<file path="src/rtl/div_if.sv">
// div_if: EX-stage handshake and operand/result bundle for the iterative divider
interface div_if #(parameter int DATA_W = 32);
  logic                  signed_div_i;
  logic [DATA_W-1:0]     opdata1_i;
  logic [DATA_W-1:0]     opdata2_i;
  logic                  start_i;
  logic                  annul_i;
  logic [2*DATA_W-1:0]   result_o;
  logic                  ready_o;
  logic                  busy_o;
  modport master (
    output signed_div_i, opdata1_i, opdata2_i, start_i, annul_i,
    input  result_o, ready_o, busy_o
  );
  modport slave (
    input  signed_div_i, opdata1_i, opdata2_i, start_i, annul_i,
    output result_o, ready_o, busy_o
  );
endinterface

</file>
<file path="src/rtl/div_ctrl.sv">
// div_ctrl: sequencer for a radix-2 restoring divider returning {remainder, quotient}
module div_ctrl #(parameter int DATA_W = 32) (
  input  logic   clk,
  input  logic   rst,
  div_if.slave   bus
);
  typedef enum logic [1:0] {IDLE, BYZERO, ON, END} state_t;
  state_t                state_q, state_d;
  logic [5:0]            count_q, count_d;
  logic [2*DATA_W:0]     work_q, work_d;
  logic [DATA_W-1:0]     div_q, div_d;
  logic                  sgn_q, sgn_d;
  logic                  s1_q, s1_d;
  logic                  s2_q, s2_d;
  logic [2*DATA_W-1:0]   result_q, result_d;
  logic                  ready_q, ready_d;
  logic [DATA_W:0]       diff;
  logic [DATA_W-1:0]     mag1, mag2, quo, rem;
  assign mag1 = (bus.signed_div_i && bus.opdata1_i[DATA_W-1]) ? -bus.opdata1_i : bus.opdata1_i;
  assign mag2 = (bus.signed_div_i && bus.opdata2_i[DATA_W-1]) ? -bus.opdata2_i : bus.opdata2_i;
  assign diff = work_q[2*DATA_W:DATA_W] - {1'b0, div_q};
  assign quo  = (sgn_q && (s1_q ^ s2_q)) ? -work_q[DATA_W-1:0] : work_q[DATA_W-1:0];
  assign rem  = (sgn_q && s1_q) ? -work_q[2*DATA_W:DATA_W+1] : work_q[2*DATA_W:DATA_W+1];
  assign bus.result_o = result_q;
  assign bus.ready_o  = ready_q;
  assign bus.busy_o   = bus.start_i & ~ready_q;
  // next-state: operand capture in IDLE, one quotient bit per cycle in ON, hold in END
  always_comb begin
    state_d  = state_q;
    count_d  = count_q;
    work_d   = work_q;
    div_d    = div_q;
    sgn_d    = sgn_q;
    s1_d     = s1_q;
    s2_d     = s2_q;
    result_d = result_q;
    ready_d  = ready_q;
    unique case (state_q)
      IDLE: begin
        ready_d  = 1'b0;
        result_d = '0;
        if (bus.start_i && !bus.annul_i) begin
          if (bus.opdata2_i == '0) state_d = BYZERO;
          else begin
            state_d = ON;
            count_d = '0;
            div_d   = mag2;
            work_d  = {{(DATA_W+1){1'b0}}, mag1, 1'b0};
            sgn_d   = bus.signed_div_i;
            s1_d    = bus.opdata1_i[DATA_W-1];
            s2_d    = bus.opdata2_i[DATA_W-1];
          end
        end
      end
      BYZERO: begin
        state_d  = bus.annul_i ? IDLE : END;
        ready_d  = ~bus.annul_i;
        result_d = '0;
      end
      ON: begin
        if (bus.annul_i) begin
          state_d = IDLE;
          ready_d = 1'b0;
        end else if (count_q != 6'(DATA_W)) begin
          work_d  = diff[DATA_W] ? {work_q[2*DATA_W-1:0], 1'b0}
                                 : {diff[DATA_W-1:0], work_q[DATA_W-1:0], 1'b1};
          count_d = count_q + 6'd1;
        end else begin
          result_d = {rem, quo};
          ready_d  = 1'b1;
          state_d  = END;
        end
      end
      END: begin
        if (!bus.start_i) begin
          state_d  = IDLE;
          ready_d  = 1'b0;
          result_d = '0;
        end
      end
    endcase
  end
  // state registers; reset returns to IDLE with outputs cleared
  always_ff @(posedge clk) begin
    if (rst) begin
      state_q  <= IDLE;
      count_q  <= '0;
      work_q   <= '0;
      div_q    <= '0;
      sgn_q    <= 1'b0;
      s1_q     <= 1'b0;
      s2_q     <= 1'b0;
      result_q <= '0;
      ready_q  <= 1'b0;
    end else begin
      state_q  <= state_d;
      count_q  <= count_d;
      work_q   <= work_d;
      div_q    <= div_d;
      sgn_q    <= sgn_d;
      s1_q     <= s1_d;
      s2_q     <= s2_d;
      result_q <= result_d;
      ready_q  <= ready_d;
    end
  end
endmodule

</file>
<file path="src/flat_wrapper.sv">
// flat-port wrapper written by rule: the top's interface ports become plain ports
module div_ctrl_flat 
#(parameter int DATA_W = 32)
  (clk, rst, bus_signed_div_i, bus_opdata1_i, bus_opdata2_i, bus_start_i, bus_annul_i, bus_result_o, bus_ready_o, bus_busy_o);
  div_if #(.DATA_W(DATA_W)) bus_i ();
  input  logic clk;
  input  logic rst;
  input wire logic [$bits(bus_i.signed_div_i)-1:0] bus_signed_div_i;
  input wire logic [$bits(bus_i.opdata1_i)-1:0] bus_opdata1_i;
  input wire logic [$bits(bus_i.opdata2_i)-1:0] bus_opdata2_i;
  input wire logic [$bits(bus_i.start_i)-1:0] bus_start_i;
  input wire logic [$bits(bus_i.annul_i)-1:0] bus_annul_i;
  output wire logic [$bits(bus_i.result_o)-1:0] bus_result_o;
  output wire logic [$bits(bus_i.ready_o)-1:0] bus_ready_o;
  output wire logic [$bits(bus_i.busy_o)-1:0] bus_busy_o;
  assign bus_i.signed_div_i = bus_signed_div_i;
  assign bus_i.opdata1_i = bus_opdata1_i;
  assign bus_i.opdata2_i = bus_opdata2_i;
  assign bus_i.start_i = bus_start_i;
  assign bus_i.annul_i = bus_annul_i;
  assign bus_result_o = bus_i.result_o;
  assign bus_ready_o = bus_i.ready_o;
  assign bus_busy_o = bus_i.busy_o;
  div_ctrl #(.DATA_W(DATA_W)) u_core (.clk(clk), .rst(rst), .bus(bus_i));
endmodule
</file>
<file path="config.mk">
export PLATFORM = sky130hd
export DESIGN_NAME = div_ctrl_flat
export DESIGN_NICKNAME = d
export VERILOG_FILES = /design/src/rtl/div_if.sv /design/src/rtl/div_ctrl.sv /design/src/flat_wrapper.sv
export SDC_FILE = /design/constraint.sdc
export NUM_CORES = 1
export LEC_CHECK = 0
export ABC_AREA = 1
export CORE_MARGIN = 4
export CORE_UTILIZATION = 60
export CTS_BUF_LIST = sky130_fd_sc_hd__clkbuf_8
export DETAILED_ROUTE_END_ITERATION = 16
export PLACE_DENSITY = 0.83
export REMOVE_ABC_BUFFERS = 1
export SLEW_MARGIN = 10
export SYNTH_ARGS = -nofsm -noshare
export SYNTH_HDL_FRONTEND = slang
export SYNTH_SLANG_ARGS = --single-unit
</file>
<file path="constraint.sdc">
create_clock -name clk -period 3.2 [get_ports clk]
set_input_delay 0.64 -clock clk [delete_from_list [all_inputs] [get_ports clk]]
set_output_delay 0.64 -clock clk [all_outputs]
set_load 0.02 [all_outputs]
</file>
==> results of run 1 <==
[area by class of cell]
class,count,area [µm²],share of cell area
well taps,280,350,0.0226
inverters,310,1160,0.0752
clock buffers,17,234,0.0151
repair buffers,163,1590,0.103
clock inverters,15,164,0.0106
flip-flops and latches,173,3460,0.224
multi-input cells,1715,8500,0.549
[cell usage in the layout (no fill, tap or decap), types with 5 or more instances in the layout]
| cell | count |
|---|---|
| clkbuf_8 | 17 |
| a21oi_1 | 180 |
| o211ai_1 | 9 |
| dfxtp_1 | 173 |
| clkdlybuf4s50_1 | 133 |
| nand2_1 | 692 |
| xor2_1 | 53 |
| nand2_2 | 30 |
| nand3_2 | 5 |
| nand4_1 | 38 |
| nand3_1 | 241 |
| or2_2 | 8 |
| nor2_1 | 204 |
| o21ai_0 | 81 |
| xnor2_1 | 10 |
| inv_1 | 304 |
| nand2_4 | 6 |
| o21bai_1 | 5 |
| buf_4 | 27 |
| o21ai_1 | 9 |
| nand3b_1 | 16 |
| nor3_1 | 20 |
| o2111ai_1 | 5 |
| ha_1 | 42 |
| nor2_2 | 6 |
| a21oi_2 | 24 |
[kinds of logic (layout without fill, tap and decap cells)]
| family | Yosys count | in the layout |
|---|---|---|
| AND/OR/NAND/NOR | 1284 | 1284 |
| buffers and inverters | 392 | 505 |
| AO/OA/AOI/OAI | 325 | 325 |
| flip-flops | 173 | 173 |
| XOR/XNOR | 63 | 63 |
| adder cells (fa/ha/maj) | 43 | 43 |
[Yosys cell counts (8+ instances only)]
| master | count |
|---|---|
| dfxtp_1 | 173 |
| or2_2 | 8 |
| nand3_1 | 242 |
| nand2_2 | 30 |
| o211ai_1 | 9 |
| nand2_1 | 692 |
| o21ai_0 | 81 |
| o21ai_1 | 9 |
| nor2_1 | 205 |
| buf_2 | 26 |
| xor2_1 | 53 |
| ha_1 | 42 |
| clkbuf_1 | 41 |
| a21oi_1 | 180 |
| a21oi_2 | 24 |
| xnor2_1 | 10 |
| inv_1 | 302 |
| nand4_1 | 38 |
| nand3b_1 | 16 |
| nor3_1 | 20 |
[state kept, by name, summed over array words and instances, names as in the netlist]
register and cells:
u_core.bus.result_o 64, u_core.sgn_q 1, u_core.state_q 2, u_core.work_q 65, u_core.div_q 32, u_core.bus.ready_o 1, u_core.s1_q 1, u_core.count_q 6
u_core.s2_q 1
[worst max-delay path: stages (launching register included)]
cell and delay (ps):
dfxtp_1 340, inv_1 50, ha_1 240, fa_1 470
inv_1 150, nand2_1 70, nand2_1 80, nand3_1 70
nand2_1 100, nand2_1 80, nand2_2 90, nand2_4 70
nand3_1 330, nand2_2 240, nand2_1 130, nand3_1 100
a21oi_2 150
[per-stage QoR]
step,setup WS (ps),TNS [ps]
CTS,391,0
floorplan,-1710,-93190
global placement,217,0
detailed placement,99.0,0
finish,346,0
global route,120,0
[per-layer routing]
metal  up-vias  global-route usage  wire [µm]
li1       7489                   -          -
met1      6958               0.500      19400
met2       783               0.538      19600
met3        70              0.0547       4170
met4         0              0.0808        930
met5         -                   0          0
[how the worst max path moves through the flow]
stage,startpoint,end,slack [ps]
finish,u_core.work_q[32],u_core.work_q[44],350
global route,u_core.work_q[32],u_core.work_q[44],120
CTS,u_core.work_q[32],u_core.work_q[44],390
detailed placement,bus_opdata2_i[0],u_core.work_q[44],100
global placement,bus_opdata2_i[0],u_core.work_q[62],220
floorplan,u_core.state_q[0],u_core.bus.result_o[63],-1710
[power breakdown]
group / internal, µW / switching, µW / total, µW / leakage, µW
logic: 1690 / 4120 / 5810 / 0.00567
registers: 2450 / 293 / 2740 / 0.00140
clock network: 707 / 880 / 1590 / 0.000202
==> flow_summary.toml, run 1 <==
[synthesis]
synth_area_um2 = 13500
yosys.area.top_type_share = 0.256
synth_edf_count = 0
synth_top_family_by_area = "simple AND/OR/NAND/NOR gates"
synth-seq-cells = 173
synthXorXnorAreaFrac = 0.0408
synth_compound_area_frac = 0.133
avgSynthCellArea_um2 = 5.94
synth_area_leaders = "dfxtp_1, nand2_1, nand3_1, inv_1, a21oi_1"
yosysTopAreaCell = "dfxtp_1"
yosys.area_share.adder = 0.0403
yosys_warnings = 0
yosysUniqueCellTypes = 50
ys_seq_area_frac = 0.256
synth-simple-area-share = 0.413
synth-main-ff-cell = "dfxtp_1"
synth_cells = 2280
synth-async-reset-ratio = 0
synthMuxAreaShare = 0

[clock_network]
cts_resized = 0
insertion_delay_ps = 480
cts-buffers-inserted = 17
cts_hold_buf = 0
htree_levels = 4
clk_pin_slew_ps = 100
root_buffer = "clkbuf_8"
tritoncts = "built"
cts_buffer_depth = 2
post_cts.repair.setup_buffers = 0
cts_sinks = 173

[critical_path]
path_max_fanout = 12
rr_worst_depth = 16
worstSetupEndpointType = "flop"
r2r_start = "u_core.work_q[32]"
crit_type = "flop to flop"
regToRegEndpoint = "u_core.work_q[44]"
arrival_ps = 3260
required_ps = 3600
rrSetupSlack_ps = 350
startpoint_type = "flop"

[timing]
slew_headroom = 0.355
hold-worst-slack_ps = 467
period_needed_ps = 2850
drv_slew = 0
tightest_slew_ps = 966
finalClockSkew_ps = 19.4
max_freq_mhz = 350
fin_crit_sh = 0.892
hold_violations = 0
rsz0062_at_grt = "no"
setup_viol = 0

[floorplan]
die_w_um = 158
die_area_um2 = 25000
start_util = 0.615
io_pins = 135
core_um2 = 22000
fp-row-count = 54
die_h_um = 158

[min_path]
whs_endpoint = "u_core.bus.result_o[42]"
min_from = "u_core.bus.result_o[42]"
holdPathStages = 2
hold_class = "flop to flop"

[detailed_routing]
detail_route.wl_per_cell_um = 16.5
drc = 0
drtIter0Drc = 1902
firstDrtPassIters = 6
drtAntennaViolNets = 0
wl_um = 44200
routed_via_density = 5.72
vias = 15300

[pwr]
leakage_uw = 0.00727
finalPower_uw = 10100
vdd_drop_max_v = 0.000503
powerDensity_nw_per_um2 = 655

[layout]
nNetsFinal = 2492
final_area_um2 = 15500
utilization = 0.702
final-instance-count-excl-fill = 2673
fillerInstances = 2028
insertedDiodeCount = 0
drive_above_1_share = 0.0639
syn_to_final_growth_pct = 14.2

[run]
maxCapViolCount = 0

[run_status]
status = "finished clean"

[global_route]
first_global_vias = 13400
grt_max_degree = 145
grtUsageTotal = 0.344
overflow = 0
grt_pass1_wl_um = 69000
antenna_found_initial = 0

[placed_design]
gp_congestion = 0.974
port_buffers = 134
dp_cells = 2641
placed_cell_area_um2 = 15100
dp_hpwl_um = 34500
(Power assumes the default switching activity.)
==> run 2: changes to the inputs <==
--- a/config.mk
+++ b/config.mk
@@ -6,9 +6,11 @@
 export NUM_CORES = 1
 export LEC_CHECK = 0
 export ABC_AREA = 1
+export CAP_MARGIN = 15
 export CORE_MARGIN = 4
 export CORE_UTILIZATION = 60
 export CTS_BUF_LIST = sky130_fd_sc_hd__clkbuf_8
+export CTS_CLUSTER_SIZE = 24
 export DETAILED_ROUTE_END_ITERATION = 16
 export PLACE_DENSITY = 0.83
 export REMOVE_ABC_BUFFERS = 1
@@ -16,3 +18,4 @@
 export SYNTH_ARGS = -nofsm -noshare
 export SYNTH_HDL_FRONTEND = slang
 export SYNTH_SLANG_ARGS = --single-unit
+export TNS_END_PERCENT = 20
==> results of run 2 <==
No change in the layout: final DEF, timing and power equal those of run 1.
